## src/rtl/exfifo_pkt_bridge.sv

```systemverilog
// Byte-stream <-> 32-bit word bridge for the CPU control-packet exchange FIFOs.
// RX packs host bytes little-endian into exfifo_if; TX serialises exfifo_of words to the host.
`timescale 1ns/1ps
module exfifo_pkt_bridge #(
  parameter int PKT_BYTES   = 64,
  parameter int TIMEOUT_CYC = 65535
) (
  input  logic        i_clk,
  input  logic        i_reset,
  input  logic        i_exfifo_rst,
  input  logic [7:0]  i_rx_data,
  input  logic        i_rx_valid,
  output logic        o_rx_ready,
  output logic [31:0] o_if_d,
  output logic        o_if_wr,
  input  logic        i_if_wrfull,
  input  logic [31:0] i_of_d,
  output logic        o_of_rd,
  input  logic        i_of_rdempty,
  output logic [7:0]  o_tx_data,
  output logic        o_tx_valid,
  input  logic        i_tx_ready,
  output logic        o_tx_last,
  output logic [15:0] o_rx_pkt_cnt,
  output logic [7:0]  o_rx_timeout_cnt
);
  localparam int IW = $clog2(PKT_BYTES);
  localparam int TW = $clog2(TIMEOUT_CYC + 1);
  localparam logic [IW-1:0] IDX_LAST = IW'(PKT_BYTES - 1);
  localparam logic [TW-1:0] TMO      = TW'(TIMEOUT_CYC);

  typedef enum logic [1:0] {RX_IDLE, RX_DATA, RX_PAD} rx_state_t;
  typedef enum logic [1:0] {TX_IDLE, TX_RD, TX_LOAD, TX_SEND} tx_state_t;

  rx_state_t      r_rx_state, w_rx_next;
  tx_state_t      r_tx_state, w_tx_next;
  logic [IW-1:0]  r_rx_idx, r_tx_idx, w_tx_idx_nxt;
  logic [23:0]    r_acc, r_sh;
  logic [31:0]    r_hold;
  logic           r_word_pending;
  logic [TW-1:0]  r_timer;
  logic [15:0]    r_pkt_cnt;
  logic [7:0]     r_tmo_cnt, r_tx_data;
  logic           r_of_rd, r_tx_valid, r_tx_last;
  logic           w_flush, w_rx_ready, w_rx_acc, w_pad_push, w_push, w_rx_last;
  logic           w_if_wr, w_tmo, w_tmr_run, w_tx_hs;
  logic [7:0]     w_byte;

  assign w_flush    = i_reset | i_exfifo_rst;
  assign w_rx_ready = ~r_word_pending & (r_rx_state != RX_PAD);
  assign w_rx_acc   = i_rx_valid & w_rx_ready;
  assign w_pad_push = (r_rx_state == RX_PAD) & ~r_word_pending;
  assign w_push     = w_rx_acc | w_pad_push;
  assign w_byte     = w_pad_push ? 8'h00 : i_rx_data;
  assign w_rx_last  = (r_rx_idx == IDX_LAST);
  assign w_if_wr    = r_word_pending & ~i_if_wrfull;
  assign w_tmo      = (r_timer == TMO);
  // A FIFO-full stall holds the timer at zero so back-pressure never pads a packet.
  assign w_tmr_run  = (r_rx_state == RX_DATA) & ~w_rx_acc & ~(r_word_pending & i_if_wrfull) & ~w_tmo;

  always_comb begin
    w_rx_next = r_rx_state;
    case (r_rx_state)
      RX_IDLE: if (w_rx_acc) w_rx_next = RX_DATA;
      RX_DATA: begin
        if (w_rx_acc && w_rx_last)  w_rx_next = RX_IDLE;
        else if (!w_rx_acc && w_tmo) w_rx_next = RX_PAD;
      end
      RX_PAD:  if (w_pad_push && w_rx_last) w_rx_next = RX_IDLE;
      default: w_rx_next = RX_IDLE;
    endcase
  end

  always_ff @(posedge i_clk) begin
    if (w_flush) begin
      r_rx_state     <= RX_IDLE;
      r_rx_idx       <= '0;
      r_acc          <= '0;
      r_hold         <= '0;
      r_word_pending <= 1'b0;
      r_timer        <= '0;
    end else begin
      r_rx_state <= w_rx_next;
      if (w_if_wr) r_word_pending <= 1'b0;
      if (w_push) begin
        r_rx_idx <= w_rx_last ? '0 : r_rx_idx + 1'b1;
        case (r_rx_idx[1:0])
          2'd0:    r_acc[7:0]   <= w_byte;
          2'd1:    r_acc[15:8]  <= w_byte;
          2'd2:    r_acc[23:16] <= w_byte;
          default: begin
            r_hold         <= {w_byte, r_acc};
            r_word_pending <= 1'b1;
          end
        endcase
      end
      r_timer <= w_tmr_run ? r_timer + 1'b1 : '0;
    end
  end

  always_ff @(posedge i_clk) begin
    if (i_reset) begin
      r_pkt_cnt <= '0;
      r_tmo_cnt <= '0;
    end else if (!i_exfifo_rst && w_push && w_rx_last) begin
      r_pkt_cnt <= r_pkt_cnt + 1'b1;
      if (w_pad_push && r_tmo_cnt != 8'hFF) r_tmo_cnt <= r_tmo_cnt + 1'b1;
    end
  end

  assign w_tx_hs      = r_tx_valid & i_tx_ready;
  assign w_tx_idx_nxt = (r_tx_idx == IDX_LAST) ? '0 : r_tx_idx + 1'b1;

  always_comb begin
    w_tx_next = r_tx_state;
    case (r_tx_state)
      TX_IDLE: if (!i_of_rdempty) w_tx_next = TX_RD;
      TX_RD:   w_tx_next = TX_LOAD;
      TX_LOAD: w_tx_next = TX_SEND;
      TX_SEND: if (w_tx_hs && r_tx_idx[1:0] == 2'd3) w_tx_next = i_of_rdempty ? TX_IDLE : TX_RD;
      default: w_tx_next = TX_IDLE;
    endcase
  end

  // r_sh holds the not-yet-presented upper bytes of the current word.
  always_ff @(posedge i_clk) begin
    if (w_flush) begin
      r_tx_state <= TX_IDLE;
      r_tx_idx   <= '0;
      r_of_rd    <= 1'b0;
      r_sh       <= '0;
      r_tx_data  <= '0;
      r_tx_valid <= 1'b0;
      r_tx_last  <= 1'b0;
    end else begin
      r_tx_state <= w_tx_next;
      r_of_rd    <= (w_tx_next == TX_RD);
      if (r_tx_state == TX_LOAD) begin
        r_sh       <= i_of_d[31:8];
        r_tx_data  <= i_of_d[7:0];
        r_tx_valid <= 1'b1;
        r_tx_last  <= (r_tx_idx == IDX_LAST);
      end else if (w_tx_hs) begin
        r_tx_idx <= w_tx_idx_nxt;
        r_sh     <= {8'h00, r_sh[23:8]};
        if (r_tx_idx[1:0] == 2'd3) begin
          r_tx_valid <= 1'b0;
          r_tx_last  <= 1'b0;
        end else begin
          r_tx_data <= r_sh[7:0];
          r_tx_last <= (w_tx_idx_nxt == IDX_LAST);
        end
      end
    end
  end

  assign o_rx_ready       = w_rx_ready;
  assign o_if_wr          = w_if_wr;
  assign o_if_d           = r_hold;
  assign o_of_rd          = r_of_rd;
  assign o_tx_data        = r_tx_data;
  assign o_tx_valid       = r_tx_valid;
  assign o_tx_last        = r_tx_last;
  assign o_rx_pkt_cnt     = r_pkt_cnt;
  assign o_rx_timeout_cnt = r_tmo_cnt;
endmodule

```

## config.mk

```make
export PLATFORM = sky130hd
export DESIGN_NAME = exfifo_pkt_bridge
export DESIGN_NICKNAME = d
export VERILOG_FILES = /design/src/rtl/exfifo_pkt_bridge.sv
export SDC_FILE = /design/constraint.sdc
export NUM_CORES = 1
export LEC_CHECK = 0
export ABC_CLOCK_PERIOD_IN_PS = 2210
export CORE_UTILIZATION = 52
export DETAILED_ROUTE_END_ITERATION = 8
export GPL_ROUTABILITY_DRIVEN = 0
export PLACE_DENSITY_LB_ADDON = 0.15
export SYNTH_ARGS = -nofsm -noshare
export SYNTH_HDL_FRONTEND = slang
export SYNTH_SLANG_ARGS = --single-unit
```

## constraint.sdc

```tcl
create_clock -name i_clk -period 2.21 [get_ports i_clk]
set_input_delay 0.3315 -clock i_clk [delete_from_list [all_inputs] [get_ports i_clk]]
set_output_delay 0.3315 -clock i_clk [all_outputs]
set_load 0.005 [all_outputs]
```

Word level (Yosys, flattened, before mapping)
Cells that the tools add are included.
- register bits: 148
- logic and storage cells: 111
- add/subtract/negate cells: 5
- eq/ne operators: 19
- multiplexer cells: 26
- bitwise gates (word level): 19
- reduce and logical (&&, ||, !) cells: 25
- operators with widths (operator ; number):
    24-bit 2-to-1 mux ; 2
    16-bit by 1-bit adder with 16-bit output (second input constant) ; 2
    8-bit 2-to-1 mux ; 4
    6-bit == test (second input constant) ; 3
    16-bit == test (second input constant) ; 1
    2-bit AND reduction ; 8
    6-bit by 1-bit adder with 6-bit output (second input constant) ; 2
    2-bit 2-to-1 mux ; 6
    6-bit 2-to-1 mux ; 2
    2-bit == test (second input constant) ; 5
    1-bit 2-to-1 mux ; 10
    1-bit bitwise AND ; 9
    8-bit by 1-bit adder with 8-bit output (second input constant) ; 1
    2-bit by 1-bit == test with 1-bit output (second input constant) ; 4
    8-bit inequality test (second input constant) ; 1
    1-bit inverter ; 8
    2-bit one-hot mux with 4 select lines ; 1
    1-bit logical AND ; 7
    2-bit logical NOT ; 3
    2-bit one-hot mux with 3 select lines ; 1
    2-bit by 1-bit inequality test with 1-bit output (second input constant) ; 2
    2-bit inequality test (second input constant) ; 2
    2-bit nonzero test ; 2
    3-bit by 1-bit inequality test with 1-bit output (second input constant) ; 1
    other kinds (5) ; 7

Depth between registers and ports, before layout
Gate-level depths: netlist of the first run.
- depth after elaboration: 9
- gate-level depth with buffers: 8

Least setup slack after synthesis of the first run
OpenSTA, ideal clock, no wires.
- path kind: register to register
- start point: register r_rx_idx[0]
- end point: register r_tmo_cnt[5] (netlist: o_rx_timeout_cnt[5])
- setup time: 0.121 ns
- arrival: 1.708 ns
- path slack: 0.381 ns
- stages on the path, launching flop included: 8
- buffers on the path: 2
- clock period less this slack: 1.829 ns
- path through: dfxtp_1 > ha_1 > and3_1 > buf_6 > nand4_1 > buf_2 > nor4_1 > mux2_2
- longest elaborated chain between the ends: 3
- RTL lines (what ; RTL line ; source):
    start: declaration ; 37 ; logic [IW-1:0] r_rx_idx, r_tx_idx, w_tx_idx_nxt;
    start signal: assignment ; 86 ; r_rx_idx <= w_rx_last ? '0 : r_rx_idx + 1'b1;
    6-bit == test ; 55 ; assign w_rx_last = (r_rx_idx == IDX_LAST);
    1-bit logical AND ; 105 ; end else if (!i_exfifo_rst && w_push && w_rx_last) begin
    2-bit AND reduction (no line) ; - ;
    end signal: assignment ; 107 ; if (w_pad_push && r_tmo_cnt != 8'hFF) r_tmo_cnt <= r_tmo_cnt + 1'b1;
    end: declaration ; 43 ; logic [7:0] r_tmo_cnt, r_tx_data;
Every way passes these cells.
A chain may end at the register's enable or synchronous reset.

Final worst setup path of the first run
- start point: register r_rx_idx[1]
- end point: register r_tmo_cnt[5] (netlist: o_rx_timeout_cnt[5])
Same word-level chain as after synthesis.

==> summary.md, run 1 <==
| Metric | Value |
|---|---|
| Int Power | `0.00477 W` |
| Final Net Count | `927` |
| Vias per inst | `5.75` |
| Synth Warn # | `0` |
| Slew HR | `34.4%` |
| Vias | `5896` |
| Endpoint class of the critical path | `flop` |
| First-pass GRT wire length | `24.9 mm` |
| Row count | `39` |
| CORE AREA | `0.0116 mm2` |
| Clock Skews | `0.00525 ns` |
| Place WS | `-0.0455 ns` |
| Sequential power share | `45.2%` |
| Hold_buf cts | `0` |
| Sw Pwr | `roughly 0.0012 W` |
| Final Hold Viols | `0` |
| Final Cycle Share | `93.9%` |
| Setup Buffers After CTS | `0` |
| H-tree Lvls | `4` |
| Cells after DPL | `994` |
| Area fraction of the dominant cell type after synthesis | `47.0%` |
| Gr usage total | `24.3%` |
| DR pass1 iterations | `7` |
| Cell count after synthesis | `766` |
| CTS Buf Count | `17` |
| Slew Viols, Final | `0` |
| Hold Worst Slack | `around 0.45 ns` |
| Syn Nets | `822` |
| Clock network fraction of total power | `50.8%` |
| Main synth FF type | `dfxtp_1` |
| DIE HEIGHT | `112 um` |
| Hold Crit Class | `flop to flop` |
| ANT cells | `0` |
| Clk sinks | `148` |
| WP data required | `2.52 ns` |
| Final Setup Violations | `0` |
| Post-Route WL | `14.9 mm` |
| MaxCap Viol Count | `0` |
| CTS tree | `yes` |
| Cell variety after synth | `54` |
| Failing checks | `design-rule violations` |
| Initial DRC Count | `331` |
| Skew-Pair Late Insertion Delay | `0.42 ns` |
| Largest net degree at the start of global routing | `between 50 and 60` |
| Crit path kind | `flop to flop` |
| Leakage | `approximately 2.6 nW` |
| Worst Path Max Fanout | `8` |
| Initial Util | `54.3%` |
| Net Sw Frac | `20.0%` |
| Number of enable flip-flop cells after synthesis | `0` |
| Worst Setup Start Kind | `flop` |
| Final min period | `2.08 ns` |
| Combinational fraction of design power | `3.9%` |
| Per-cell routed wire length | `14.6 um` |
| Peak supply drop | `0.716 mV` |
| Fmax | `0.482 GHz` |
| Commonest non-fill, non-tap cell in the layout | `nand2_1` |
| Unrepaired setup endpoints after global routing | `false` |
| Io pins | `116` |
| Die width | `approximately 110 um` |
| Most frequent cells in the layout | `nand2_1, dfxtp_1, clkdlybuf4s50_1, a21oi_1, nor2_1` |
| PD cells | `730 mW/mm2` |
| Post-DRT Antenna Nets | `0` |
| CP arrival | `2.39 ns` |
| Setup ws final | `0.134 ns` |
| GR Overflow Total | `0` |
| Reg2Reg Setup Slack | `between 0.1 and 0.15 ns` |
| Initial antenna violation count | `0` |
| Area of the multi-input gates | `0.00303 mm2` |
| Clk buf depth | `2` |
| Slew @ Worst Pin | `0.982 ns` |
| Area grow syn2layout | `29.5%` |
| Synth async-reset ratio | `0%` |
| Syn Area/Cell | `~8.2 um2` |
| Dominant cells by area after synthesis | `dfxtp_1, nand2_1, a21oi_1, nor2_1, a311oi_1` |
| DP HPWL | `10.2 mm` |
| DRC Markers | `5` |
| Seq/Total Area, Yosys | `a little under half` |
| Dominant cell type by area after synthesis | `dfxtp_1` |
| Fill count | `roughly 970` |
| Synthesized area | `around 0.0063 mm2` |
| CTS Root Cell | `clkbuf_16` |
| Status | `finished with violations` |
| Number of port buffers | `115` |
| Seq. cell area | `0.00296 mm2` |
| Vias in the first global route | `between 5000 and 6000` |
| Yosys reg bits | `148` |
| Share of cells above drive strength 1 | `7.36%` |
| Clk slew on worst S/H paths | `roughly 0.060 ns` |
| Die area | `0.0126 mm2` |
| Final std cells w/o fill | `1026` |
## worst max-delay path, cell delays in order (launching register included)
cell and delay [ns]:
dfxtp_1 0.40, ha_1 0.23, and3_2 0.33, nand4_1 0.27, nor4_1 0.37, mux2_2 0.37
## final cells by class
cell class | instances | area share, %
flip-flops and latches | 148 | 36.3
well taps | 143 | 2.19
multi-input cells | 554 | 37.1
repair buffers | 134 | 16.0
clock buffers | 23 | 5.85
inverters | 16 | 0.735
clock inverters | 8 | 1.82
## sequential cells by signal, indices dropped and copies added, names as in the netlist
register	cells
r_tx_idx	6
r_word_pending	1
r_rx_state	2
r_timer	16
r_sh	24
o_if_d	32
o_rx_timeout_cnt	8
o_tx_last	1
o_rx_pkt_cnt	16
o_tx_valid	1
r_rx_idx	6
o_tx_data	8
o_of_rd	1
r_acc	24
r_tx_state	2
## path summary, 6_finish.rpt
| check | from | end | depth (start not counted) |
|---|---|---|---|
| max | r_rx_idx[1] | o_rx_timeout_cnt[5] | 5 |
| min | r_acc[22] | o_if_d[22] | 2 |
| max reg2reg | r_rx_idx[1] | o_rx_timeout_cnt[5] | 5 |
| min reg2reg | r_acc[22] | o_if_d[22] | 2 |
## repair_timing
item                       CTS  global route
setup endpoints to repair    1            15
pin swaps                    0             1
gates cloned                 0             1
resized for setup            1             1
## cell families (layout without fill, tap and decap cells)
| logic type | Yosys count | in the layout | synth area share, % |
|---|---|---|---|
| AO/OA/AOI/OAI | 193 | 194 | 19.2 |
| XOR/XNOR | 18 | 18 | 2.50 |
| adder cells (fa/ha/maj) | 9 | 9 | 1.79 |
| buffers and inverters | 65 | 181 | 5.20 |
| flip-flops | 148 | 148 | 47.0 |
| multiplexers | 2 | 2 | 0.337 |
| AND/OR/NAND/NOR | 331 | 331 | 24.0 |
## layer usage
layer,up-vias,wire [um],track usage [%],part of all wire [%]
li1,2911,-,-,-
met1,2804,6250,28.3,42
met2,153,7680,43.1,51
met3,28,656,4.54,4.4
met4,0,350,11.7,2.3
met5,-,0,0,0
## through the flow
step | cell area (um2) | setup TNS [ns] | power [W] | util, %
5_1_grt | 8170 | 0 | 0.00616 | 70.3
2_1_floorplan | 6310 | 0 | 0.00286 | -
6_report | 8170 | 0 | 0.00596 | 70.3
4_1_cts | 8150 | 0 | 0.00600 | 70.2
3_3_place_gp | 7520 | 0 | 0.00298 | 64.8
3_5_place_dp | 7520 | -0.0994 | 0.00299 | 64.8
## synthesized netlist by cell type, drive strengths merged (2+ instances only)
| library cell | instances |
|---|---|
| o21ai | 37 |
| inv | 16 |
| ha | 9 |
| a22oi | 9 |
| xor2 | 2 |
| a311oi | 26 |
| a21oi | 88 |
| buf | 14 |
| nand2 | 159 |
| dfxtp | 148 |
| nand3 | 22 |
| or3 | 5 |
| nor2 | 70 |
| and3 | 5 |
| clkbuf | 34 |
| nor3 | 6 |
| a21o | 2 |
| xnor2 | 16 |
| and2 | 4 |
| and4 | 6 |
| o31ai | 16 |
| a211oi | 4 |
| a31oi | 3 |
| nand4 | 12 |
| nor2b | 12 |
| or4 | 16 |
| nor4 | 7 |
| nand2b | 3 |
## power by group through the flow
stage	sequential (W)	clock [W]	combinational, W
detailed placement	0.00275	0	0.000233
CTS	0.00270	0.00307	0.000235
global placement	0.00275	0	0.000229
global route	0.00270	0.00321	0.000256
floorplan	0.00275	0	0.000108
finish	0.00270	0.00303	0.000235
Note: power is estimated with default switching activity, not from simulation.
==> run 2, diff against run 1 <==
--- a/config.mk
+++ b/config.mk
@@ -6,7 +6,8 @@
 export NUM_CORES = 1
 export LEC_CHECK = 0
 export ABC_CLOCK_PERIOD_IN_PS = 2210
-export CORE_UTILIZATION = 52
+export CORE_UTILIZATION = 54
+export CTS_BUF_LIST = sky130_fd_sc_hd__clkbuf_4
 export DETAILED_ROUTE_END_ITERATION = 8
 export GPL_ROUTABILITY_DRIVEN = 0
 export PLACE_DENSITY_LB_ADDON = 0.15
==> run 2 against run 1 <==
The flow now finishes without violations. Largest power group is now registers. Non-clock buffer count is 2 higher. Clock skew rose by 0.0097 ns. Global-route usage shrank 0.55 points. Via count shrank 2.1%. Die area fell by 3.6%. Critical path type is now flop to output pin. Largest cell class unchanged. Worst setup slack lost 0.016 ns. First-iteration DRC count rose by 16%.
==> summary.md, run 2 (same netlist as run 1, synthesis figures left out) <==
| Metric | Value |
|---|---|
| Status | `finished, final reports clean (was finished with violations)` |
| Slowest CP cell | `clkdlybuf4s50_1 (was dfxtp_1)` |
| Design area | `0.00785 mm2 (was 0.00817 mm2)` |
| Vias in the first global route | `5000 (was 5481)` |
| CTS Buf Count | `17 (unchanged)` |
| Final Hold Viols | `0 (unchanged)` |
| CTS tree | `yes (unchanged)` |
| Post-Route WL | `14.4 mm (was 14.9 mm)` |
| CORE AREA | `0.0114 mm2 (was 0.0116 mm2)` |
| GR Overflow Total | `0 (unchanged)` |
| Hold_buf cts | `0 (unchanged)` |
| Skew-Pair Late Insertion Delay | `0.55 ns (was 0.42 ns)` |
| Post-DP Area | `0.00754 mm2 (was 0.00752 mm2)` |
| Worst Path Max Fanout | `11 (was 8)` |
| Setup ws final | `0.118 ns (was 0.134 ns)` |
| Slew Viols, Final | `0 (unchanged)` |
| Share of cells above drive strength 1 | `7.67% (was 7.36%)` |
| DR pass1 iterations | `5 (was 7)` |
| Total Power | `0.00461 W (was 0.00596 W)` |
| DIE HEIGHT | `110 um (was 112 um)` |
| First-pass GRT wire length | `22.6 mm (was 24.9 mm)` |
| DRC Markers | `0 (was 5)` |
| Net Sw Frac | `22.4% (was 20.0%)` |
| Sw Pwr | `0.00103 W (was 0.00119 W)` |
| Final Net Count | `929 (was 927)` |
| Initial DRC Count | `384 (was 331)` |
| WP data required | `1.88 ns (was 2.52 ns)` |
| CP arrival | `1.76 ns (was 2.39 ns)` |
| Clk slew on worst S/H paths | `0.12 ns (was 0.06 ns)` |
| Sum Neg Setup Slack | `0 ns (unchanged)` |
| Fill count | `976 (was 967)` |
| Unrepaired setup endpoints after global routing | `false (unchanged)` |
| Final Setup Violations | `0 (unchanged)` |
| Per-cell routed wire length | `14.0 um (was 14.6 um)` |
| Commonest non-fill, non-tap cell in the layout | `nand2_1 (unchanged)` |
| DP HPWL | `9.82 mm (was 10.2 mm)` |
| Combinational fraction of design power | `5.1% (was 3.9%)` |
| ANT cells | `0 (unchanged)` |
| Place WS | `0.0182 ns (was -0.0455 ns)` |
| Clock Skews | `0.0150 ns (was 0.00525 ns)` |
| Leakage | `2.48 nW (was 2.61 nW)` |
| H-tree Lvls | `4 (unchanged)` |
| Area of the multi-input gates | `0.00304 mm2 (was 0.00303 mm2)` |
| Die area | `0.0121 mm2 (was 0.0126 mm2)` |
| Vias per inst | `5.61 (was 5.75)` |
| Row count | `39 (unchanged)` |
| Initial Util | `55.2% (was 54.3%)` |
| Endpoint class of the critical path | `output pin (was flop)` |
| Max reg flops | `32 (unchanged)` |
| Worst Setup Start Kind | `flop (unchanged)` |
| PD cells | `588 mW/mm2 (was 730 mW/mm2)` |
| Die width | `110 um (was 112 um)` |
| Int Power | `0.00358 W (was 0.00477 W)` |
| Utilization after layout | `68.7% (was 70.3%)` |
| Peak supply drop | `0.360 mV (was 0.716 mV)` |
| Hold Crit Class | `primary input to flop (was flop to flop)` |
| Worst path bufs/invs | `2 (was 0)` |
| Post-DRT Antenna Nets | `0 (unchanged)` |
| Number of port buffers | `115 (unchanged)` |
| Sequential power share | `58.4% (was 45.2%)` |
| Setup Buffers After CTS | `0 (unchanged)` |
| Final Cycle Share | `94.7% (was 93.9%)` |
| Max stage delay on crit path | `0.52 ns (was 0.40 ns)` |
| Io pins | `116 (unchanged)` |
| Initial antenna violation count | `0 (unchanged)` |
| MaxCap Viol Count | `0 (unchanged)` |
| CTS Root Cell | `clkbuf_4 (was clkbuf_16)` |
| Gr usage total | `23.7% (was 24.3%)` |
| Slew @ Worst Pin | `1.02 ns (was 0.982 ns)` |
| Slew HR | `31.5% (was 34.4%)` |
| Most frequent cells in the layout | `nand2_1, dfxtp_1, clkdlybuf4s50_1, a21oi_1, nor2_1 (unchanged)` |
| Crit path kind | `flop to output pin (was flop to flop)` |
| Vias | `5771 (was 5896)` |
| Cell family with most CP delay | `buffers and inverters (was simple AND/OR/NAND/NOR gates)` |
| Final min period | `2.09 ns (was 2.08 ns)` |
| Area grow syn2layout | `24.4% (was 29.5%)` |
| Seq. cell area | `0.00297 mm2 (was 0.00296 mm2)` |
| Clock network fraction of total power | `36.5% (was 50.8%)` |
| Fmax | `0.478 GHz (was 0.482 GHz)` |
| Clk buf depth | `2 (unchanged)` |
| Clk sinks | `148 (unchanged)` |
| Critical-path cell list | `inv_1 -> nor2_1 -> clkdlybuf4s50_1 (was ha_1 -> and3_2 -> nand4_1 -> nor4_1 -> mux2_2)` |
| Largest net degree at the start of global routing | `105 (was 57)` |
run 2: cell count changes in the layout (fill, tap and decap cells not counted):
cell,delta
buf_4,+2
bufinv_16,-1
clkbuf_1,-3
clkbuf_16,-17
clkbuf_4,+19
clkbuf_8,-3
clkinv_1,+4
clkinv_2,+3
clkinv_4,-1
dfxtp_2,-1
dfxtp_4,+1
nor4_1,-1
nor4_2,+1
run 2: tightest hold or removal path, stage by stage:
cell and delay [ns]:
clkdlybuf4s50_1 0.40, nand2_1 0.05, a311oi_1 0.08
run 2: power by group through the flow:
stage / Clock, W / Combinational (W) / Sequential (W)
after floorplan: 0 / 0.000108 / 0.00275
after global placement: 0 / 0.000228 / 0.00275
after detailed placement: 0 / 0.000232 / 0.00275
after CTS: 0.00173 / 0.000233 / 0.00269
after global routing: 0.00185 / 0.000255 / 0.00270
final: 0.00169 / 0.000235 / 0.00269
run 2: metrics by stage:
stage	hold slack [ns]	cells
after CTS	0.299	1028
after floorplan	0.428	766
final	0.343	1029
after detailed placement	0.442	996
after global routing	0.314	1029
after global placement	0.439	996
run 2: area by class of cell:
cell class / instances / share of cell area, %
Multi-Input combinational cell: 554 / 38.7
Sequential cell: 148 / 37.8
Timing Repair Buffer: 136 / 16.8
Tap cell: 143 / 2.28
Clock buffer: 19 / 1.82
Clock inverter: 13 / 1.79
Inverter: 16 / 0.765
run 2: per-layer routing:
layer  track usage (%)  part of all wire, %  vias up
met5                 0                    0        -
li1                  -                    -     2920
met2              40.1                   49      143
met4              10.5                  1.9        0
met1              29.0                   44     2680
met3              5.17                  4.4       28
run 2: timing repair:
action,in CTS,in global routing
pin swaps,0,1
endpoints found under the setup margin,1,12
gates resized for setup,2,2
hold endpoints to repair,0,0
cloned,0,1
run 2: path summary, 6_finish.rpt:
path                          to  depth (start not counted)  slack, ns      startpoint
max                      o_if_wr                          3       0.12  r_word_pending
min                 o_tx_data[5]                          3       0.34       i_of_d[5]
max reg2reg  o_rx_timeout_cnt[5]                          5       0.23     r_rx_idx[1]
min reg2reg           o_if_d[21]                          2       0.45       r_acc[21]
